--- config.mk ---
export PLATFORM = sky130hd
export DESIGN_NAME = uart_tx_8051_flat
export DESIGN_NICKNAME = d
export VERILOG_FILES = /design/src/rtl/uart_tx_8051_pkg.sv /design/src/rtl/uart_tx_8051_if.sv /design/src/rtl/uart_tx_8051_baud_tick.sv /design/src/rtl/uart_tx_8051.sv /design/src/flat_wrapper.sv
export SDC_FILE = /design/constraint.sdc
export NUM_CORES = 1
export LEC_CHECK = 0
export CAP_MARGIN = 20
export CORE_ASPECT_RATIO = 0.8
export CORE_MARGIN = 8
export CORE_UTILIZATION = 35
export CTS_CLUSTER_DIAMETER = 200
export DETAILED_ROUTE_END_ITERATION = 10
export SLEW_MARGIN = 20
export SYNTH_ARGS = -nofsm -noshare
export SYNTH_HDL_FRONTEND = slang
export SYNTH_SLANG_ARGS = --single-unit
--- constraint.sdc ---
create_clock -name clock -period 2.18 [get_ports clock]
set_input_delay 0.436 -clock clock [delete_from_list [all_inputs] [get_ports clock]]
set_output_delay 0.436 -clock clock [all_outputs]
set_load 0.1 [all_outputs]
--- src/rtl/uart_tx_8051_pkg.sv ---
// Shared types and constants for the 8051 serial-port transmitter (SCON mode 1).
// The TB8 state exists in the enum for all builds; it is only reachable with UART_TB8_EN.
package uart8051_pkg;

    typedef enum logic [2:0] {
        IDLE,
        START,
        DATA,
        TB8,
        STOP
    } tx_state_e;

    localparam logic [7:0] SCON_ADDR = 8'h98;
    localparam logic [7:0] SBUF_ADDR = 8'h99;
    localparam logic       TXD_IDLE  = 1'b1;

    localparam int unsigned DATA_BITS = 8;
    localparam logic [2:0]  LAST_BIT  = 3'(DATA_BITS - 1);

    // Address decode helper for the SFR bus wrapper that feeds this block.
    function automatic logic is_uart_sfr(input logic [7:0] addr);
        return (addr == SCON_ADDR) || (addr == SBUF_ADDR);
    endfunction

endpackage

--- src/rtl/uart_tx_8051_if.sv ---
// Core-side handshake and line outputs of the 8051 UART transmitter.
// tb8 is present only when UART_TB8_EN is defined.
interface uart_tx_8051_if;

    logic       sbuf_we;
    logic [7:0] sbuf_wdata;
    logic       ti_clr;
`ifdef UART_TB8_EN
    logic       tb8;
`endif
    logic       txd;
    logic       ti;
    logic       busy;

    modport master (
`ifdef UART_TB8_EN
        output tb8,
`endif
        output sbuf_we,
        output sbuf_wdata,
        output ti_clr,
        input  txd,
        input  ti,
        input  busy
    );

    modport slave (
`ifdef UART_TB8_EN
        input  tb8,
`endif
        input  sbuf_we,
        input  sbuf_wdata,
        input  ti_clr,
        output txd,
        output ti,
        output busy
    );

endinterface

--- src/rtl/uart_tx_8051_baud_tick.sv ---
// Bit-period divider: counts 0..CLK_DIV-1 while a frame runs and pulses tick on the
// last count so the FSM advances exactly every CLK_DIV cycles.
module uart_baud_tick #(
    parameter int unsigned CLK_DIV = 868,
    parameter int unsigned DIV_W   = 10
) (
    input  logic clock,
    input  logic reset,
    input  logic run,
    input  logic restart,
    output logic tick
);

    localparam logic [DIV_W-1:0] DIV_LAST = DIV_W'(CLK_DIV - 1);

    logic [DIV_W-1:0] div_cnt;

    always_ff @(posedge clock) begin
        if (reset || restart || !run) begin
            div_cnt <= '0;
        end else if (div_cnt == DIV_LAST) begin
            div_cnt <= '0;
        end else begin
            div_cnt <= div_cnt + 1'b1;
        end
    end

    assign tick = run && (div_cnt == DIV_LAST);

endmodule

--- src/rtl/uart_tx_8051.sv ---
// 8051 serial-port transmitter, SCON mode 1 (8N1); with UART_TB8_EN an 11-bit frame
// carrying TB8 after data bit 7. All outputs come straight from registers.
module uart_tx_8051
    import uart8051_pkg::*;
#(
    parameter int unsigned CLK_DIV = 868,
    parameter int unsigned DIV_W   = 10
) (
    input logic           clock,
    input logic           reset,
    uart_tx_8051_if.slave tx
);

    tx_state_e  state;
    logic [7:0] shift_reg;
    logic [2:0] bit_cnt;
    logic       txd_q;
    logic       ti_q;
    logic       busy_q;
`ifdef UART_TB8_EN
    logic       tb8_q;
`endif

    logic tick;
    logic restart;

    assign restart = (state == IDLE) && tx.sbuf_we;

    uart_baud_tick #(
        .CLK_DIV (CLK_DIV),
        .DIV_W   (DIV_W)
    ) u_baud (
        .clock   (clock),
        .reset   (reset),
        .run     (busy_q),
        .restart (restart),
        .tick    (tick)
    );

    always_ff @(posedge clock) begin
        if (reset) begin
            state     <= IDLE;
            shift_reg <= '0;
            bit_cnt   <= '0;
            txd_q     <= TXD_IDLE;
            ti_q      <= 1'b0;
            busy_q    <= 1'b0;
`ifdef UART_TB8_EN
            tb8_q     <= 1'b0;
`endif
        end else begin
            // A TI set later in this block overrides the clear in the same cycle.
            if (tx.ti_clr) begin
                ti_q <= 1'b0;
            end

            case (state)
                IDLE: begin
                    txd_q <= TXD_IDLE;
                    if (tx.sbuf_we) begin
                        shift_reg <= tx.sbuf_wdata;
`ifdef UART_TB8_EN
                        tb8_q     <= tx.tb8;
`endif
                        bit_cnt   <= '0;
                        state     <= START;
                        txd_q     <= 1'b0;
                        busy_q    <= 1'b1;
                    end
                end

                START: begin
                    if (tick) begin
                        state     <= DATA;
                        txd_q     <= shift_reg[0];
                        shift_reg <= {1'b0, shift_reg[7:1]};
                        bit_cnt   <= '0;
                    end
                end

                DATA: begin
                    if (tick) begin
                        if (bit_cnt == LAST_BIT) begin
`ifdef UART_TB8_EN
                            state <= TB8;
                            txd_q <= tb8_q;
`else
                            state <= STOP;
                            txd_q <= 1'b1;
                            ti_q  <= 1'b1;
`endif
                        end else begin
                            bit_cnt   <= bit_cnt + 1'b1;
                            txd_q     <= shift_reg[0];
                            shift_reg <= {1'b0, shift_reg[7:1]};
                        end
                    end
                end

`ifdef UART_TB8_EN
                TB8: begin
                    if (tick) begin
                        state <= STOP;
                        txd_q <= 1'b1;
                        ti_q  <= 1'b1;
                    end
                end
`endif

                STOP: begin
                    if (tick) begin
                        state  <= IDLE;
                        busy_q <= 1'b0;
                        txd_q  <= TXD_IDLE;
                    end
                end

                default: begin
                    state  <= IDLE;
                    busy_q <= 1'b0;
                    txd_q  <= TXD_IDLE;
                end
            endcase
        end
    end

    assign tx.txd  = txd_q;
    assign tx.ti   = ti_q;
    assign tx.busy = busy_q;

endmodule

--- src/flat_wrapper.sv ---
// flat-port wrapper written by rule: the top's interface ports become plain ports
module uart_tx_8051_flat import uart8051_pkg::*;
#(
    parameter int unsigned CLK_DIV = 868,
    parameter int unsigned DIV_W   = 10
)
  (clock, reset, tx_sbuf_we, tx_sbuf_wdata, tx_ti_clr, tx_txd, tx_ti, tx_busy);
  uart_tx_8051_if tx_i ();
  input logic clock;
  input logic reset;
  input wire logic [$bits(tx_i.sbuf_we)-1:0] tx_sbuf_we;
  input wire logic [$bits(tx_i.sbuf_wdata)-1:0] tx_sbuf_wdata;
  input wire logic [$bits(tx_i.ti_clr)-1:0] tx_ti_clr;
  output wire logic [$bits(tx_i.txd)-1:0] tx_txd;
  output wire logic [$bits(tx_i.ti)-1:0] tx_ti;
  output wire logic [$bits(tx_i.busy)-1:0] tx_busy;
  assign tx_i.sbuf_we = tx_sbuf_we;
  assign tx_i.sbuf_wdata = tx_sbuf_wdata;
  assign tx_i.ti_clr = tx_ti_clr;
  assign tx_txd = tx_i.txd;
  assign tx_ti = tx_i.ti;
  assign tx_busy = tx_i.busy;
  uart_tx_8051 #(.CLK_DIV(CLK_DIV), .DIV_W(DIV_W)) u_core (.clock(clock), .reset(reset), .tx(tx_i));
endmodule
==> flow_metrics.env <==
export IMPL_netlist_cell_type_count=45
export IMPL_fillers=394
export IMPL_grt_antenna_before_repair=0
export IMPL_worstPathCellList="ha_1 > ha_1 > or3b_4 > a21oi_4 > o21ai_4 > a32o_1"
export IMPL_synth_area_um2=1398
export IMPL_path_clk_slew_ns=0.09
export IMPL_p_clk_share_pct=30.3
export IMPL_cts_sinks=27
export IMPL_hold_class="register to register"
export IMPL_cts_buffer_depth=2
export IMPL_postCtsSetupRepairBufs=0
export IMPL_p_int_mw=0.6997
export IMPL_core_um2=3804
export IMPL_final_cell_area_um2=1599
export IMPL_period_needed_ns=1.895
export IMPL_syn_inst=152
export IMPL_worst_path_max_fanout=7
export IMPL_design_die_area_um2=6284
export IMPL_wire_per_inst_um=12.40
export IMPL_critPathArrivalTime_ns=2.07
export IMPL_setup_viol_count_final=0
export IMPL_grt_pass1_vias=1097
export IMPL_synth_seq_cells=27
export IMPL_cellLeakagePower_nw=0.5505
export IMPL_drive_above_1_share_pct=13.41
export IMPL_dr_pass1_iters=4
export IMPL_viasPerCell=5.032
export IMPL_powerDensity_nw_per_um2=592.6
export IMPL_fin_crit_sh_pct=86.92
export IMPL_drtIter0Drc=36
export IMPL_fin_cells=219
export IMPL_gr_total_overflow=0
export IMPL_syn_num_nets=167
export IMPL_dieWidth_um=86.65
export IMPL_timing_fmax_mhz=527.8
export IMPL_combPwrFrac_pct=14.0
export IMPL_syn_area_per_cell_um2=9.195
export IMPL_tritoncts="done"
export IMPL_h_tree_depth=1
export IMPL_switchingPower_mw=0.2480
export IMPL_path_delay_family="compound AO/OA/AOI/OAI gates"
export IMPL_routed_wl_um=2716
export IMPL_slew_headroom_pct=55.24
export IMPL_rsz0062_at_grt="no"
export IMPL_setup_worst_path_end_class="register"
export IMPL_slowest_delay_ns=0.40
export IMPL_yosys_warnings=0
export IMPL_criticalPathCategory="register to register"
export IMPL_syn2layout_area_growth_pct=14.41
export IMPL_vias=1102
export IMPL_cp_required_ns=2.35
export IMPL_status="completed"
export IMPL_cpMostUsedCell="ha_1"
export IMPL_peakVddDrop_mv=0.3236
export IMPL_portBuffers=14
export IMPL_hold_viol=0
export IMPL_dieHeight_um=72.52
export IMPL_cts_root_buffer="clkbuf_8"
export IMPL_postPlaceCellArea_um2=1553
export IMPL_largest_register_ffs=10
export IMPL_routabilityCongestion=0.7375
export IMPL_grt_pass1_wl_um=4843
export IMPL_dpl_hpwl_um=2029
export IMPL_met1_usage_pct=10.78
export IMPL_slew_violations=0
export IMPL_ant_nets=0
export IMPL_grt_total_usage_pct=9.398
export IMPL_holdWs_ns=0.4602
export IMPL_critPathSlowestCell="or3b_4"
export IMPL_start_kind="register"
export IMPL_initial_core_util_pct=36.74
export IMPL_worst_pin_slew_ns=0.6705
export IMPL_use_met3_pct=3.386
export IMPL_setup_slack_ns=0.2852
export IMPL_n_antenna_cell=0
export IMPL_critPathBufInv=0
export IMPL_yosysSeqAreaShare_pct=38.68
export IMPL_ios=15
export IMPL_layout_nets=180
export IMPL_cts_resized=0
export IMPL_swShare_pct=26.17
export IMPL_busiest_layer="met2"
export IMPL_grt_max_degree=21
export IMPL_fin_util_pct=42.04
export IMPL_final_setup_skew_ns=0.006173
export IMPL_place_inst=215
export IMPL_total_power_mw=0.9477
export IMPL_drc=0
export IMPL_setup_tns_final_ns=0
export IMPL_p_seq_share_pct=55.7
export IMPL_timing_max_cap_violations=0
export IMPL_clock_latency_ns=0.27
export IMPL_placementRows=20
export IMPL_cts_made_buffers=3
export IMPL_dpl_worst_slack_ns=0.09372
export IMPL_cts_hold_fix_buffers=0
export IMPL_use_met2_pct=16.07
## kinds of logic (layout without fill, tap and decap cells)
kind of cell	count (synthesis)	in the layout	synth area share (%)
AOI/OAI and AO/OA	27	27	16.03
muxes	7	7	5.014
DFF	27	27	38.68
xor gates and xnor gates	9	9	6.178
adders and majority gates	3	3	2.686
and+or+nand+nor	60	60	23.82
buffers and inverters	19	31	7.609
## metal layers
metal / vias up / part of all wire [%]
met1: 515 / 50
met5: - / 0
li1: 565 / -
met4: 0 / 0.52
met2: 20 / 44
met3: 2 / 4.7
## path summary, 6_finish.rpt
path / start / to / slack, ns / cells after the start
setup / recovery: u_core.bit_cnt[0] / u_core.shift_reg[7] / 0.29 / 6
hold / removal: u_core.shift_reg[0] / u_core.shift_reg[0] / 0.46 / 2
setup reg to reg: u_core.bit_cnt[0] / u_core.shift_reg[7] / 0.29 / 6
hold reg to reg: u_core.shift_reg[0] / u_core.shift_reg[0] / 0.46 / 2
## power by group through the flow
stage / clock [mW] / combinational (mW) / sequential (mW)
6_report: 0.287 / 0.132 / 0.528
2_1_floorplan: 0 / 0.0769 / 0.556
3_5_place_dp: 0 / 0.134 / 0.539
3_3_place_gp: 0 / 0.131 / 0.538
5_1_grt: 0.319 / 0.144 / 0.531
4_1_cts: 0.302 / 0.134 / 0.528
## area by class of cell
| cell class | instances | area (um2) | share of cell area, % |
|---|---|---|---|
| multi-input cells | 106 | 750.7 | 46.95 |
| flip-flops and latches | 27 | 540.5 | 33.80 |
| repair buffers | 17 | 155.1 | 9.703 |
| well taps | 55 | 68.82 | 4.304 |
| clock buffers | 3 | 41.29 | 2.582 |
| inverters | 10 | 37.54 | 2.347 |
| clock inverters | 1 | 5.005 | 0.3130 |
## synthesized netlist by cell type, drive strengths merged
cell    instances  area share, %
a21oi           3            1.9
or2             2           0.90
or4b            1           0.72
o221a           1           0.81
a211oi          2            1.1
or3             9            4.4
or3b            2            1.4
o32ai           2            1.3
nor3            5            1.8
nor2           16            4.3
buf             7            4.4
o211ai          7            3.8
nand3b          1           0.54
inv             9            2.4
xor2            2            1.3
nand4b          2            1.3
o21ai           3            1.9
a32o            1           0.72
nand2          11            3.0
nor4b           1           0.63
o21a            2            1.1
mux2i           7            5.0
nor4            1            1.5
nand4           1           0.45
o22ai           1           0.45
a211o           1           0.72
o31a            1           0.72
a32oi           1           0.63
clkbuf          2           0.54
o21bai          1           0.54
and3            1           0.45
clkinv          1           0.27
nand3           7            2.5
xnor2           7            4.9
ha              3            2.7
a21o            1           0.54
dfxtp          27             39
## tightest hold or removal path: stages (launching register included)
cell	delay, ns
dfxtp_1	0.32
nand2_1	0.05
mux2i_1	0.05
## layout by cell type, fill, tap and decap left out, types with 2 or more instances in the layout
cell | synthesis | layout
nand3_1 | 7 | 7
inv_1 | 9 | 9
buf_4 | 3 | 6
o211ai_1 | 7 | 7
nor2_1 | 16 | 16
nand4b_1 | 2 | 2
o32ai_1 | 2 | 2
or3_1 | 8 | 8
a211oi_1 | 2 | 2
xor2_1 | 2 | 2
o21ai_0 | 2 | 2
xnor2_1 | 6 | 6
nand2_1 | 11 | 11
mux2i_1 | 7 | 7
clkbuf_8 | 0 | 3
o21a_1 | 2 | 2
nor3_1 | 5 | 5
clkdlybuf4s50_1 | 0 | 11
dfxtp_1 | 27 | 27
a21oi_1 | 2 | 2
ha_1 | 3 | 3
Power figures use the tool's default switching activity.
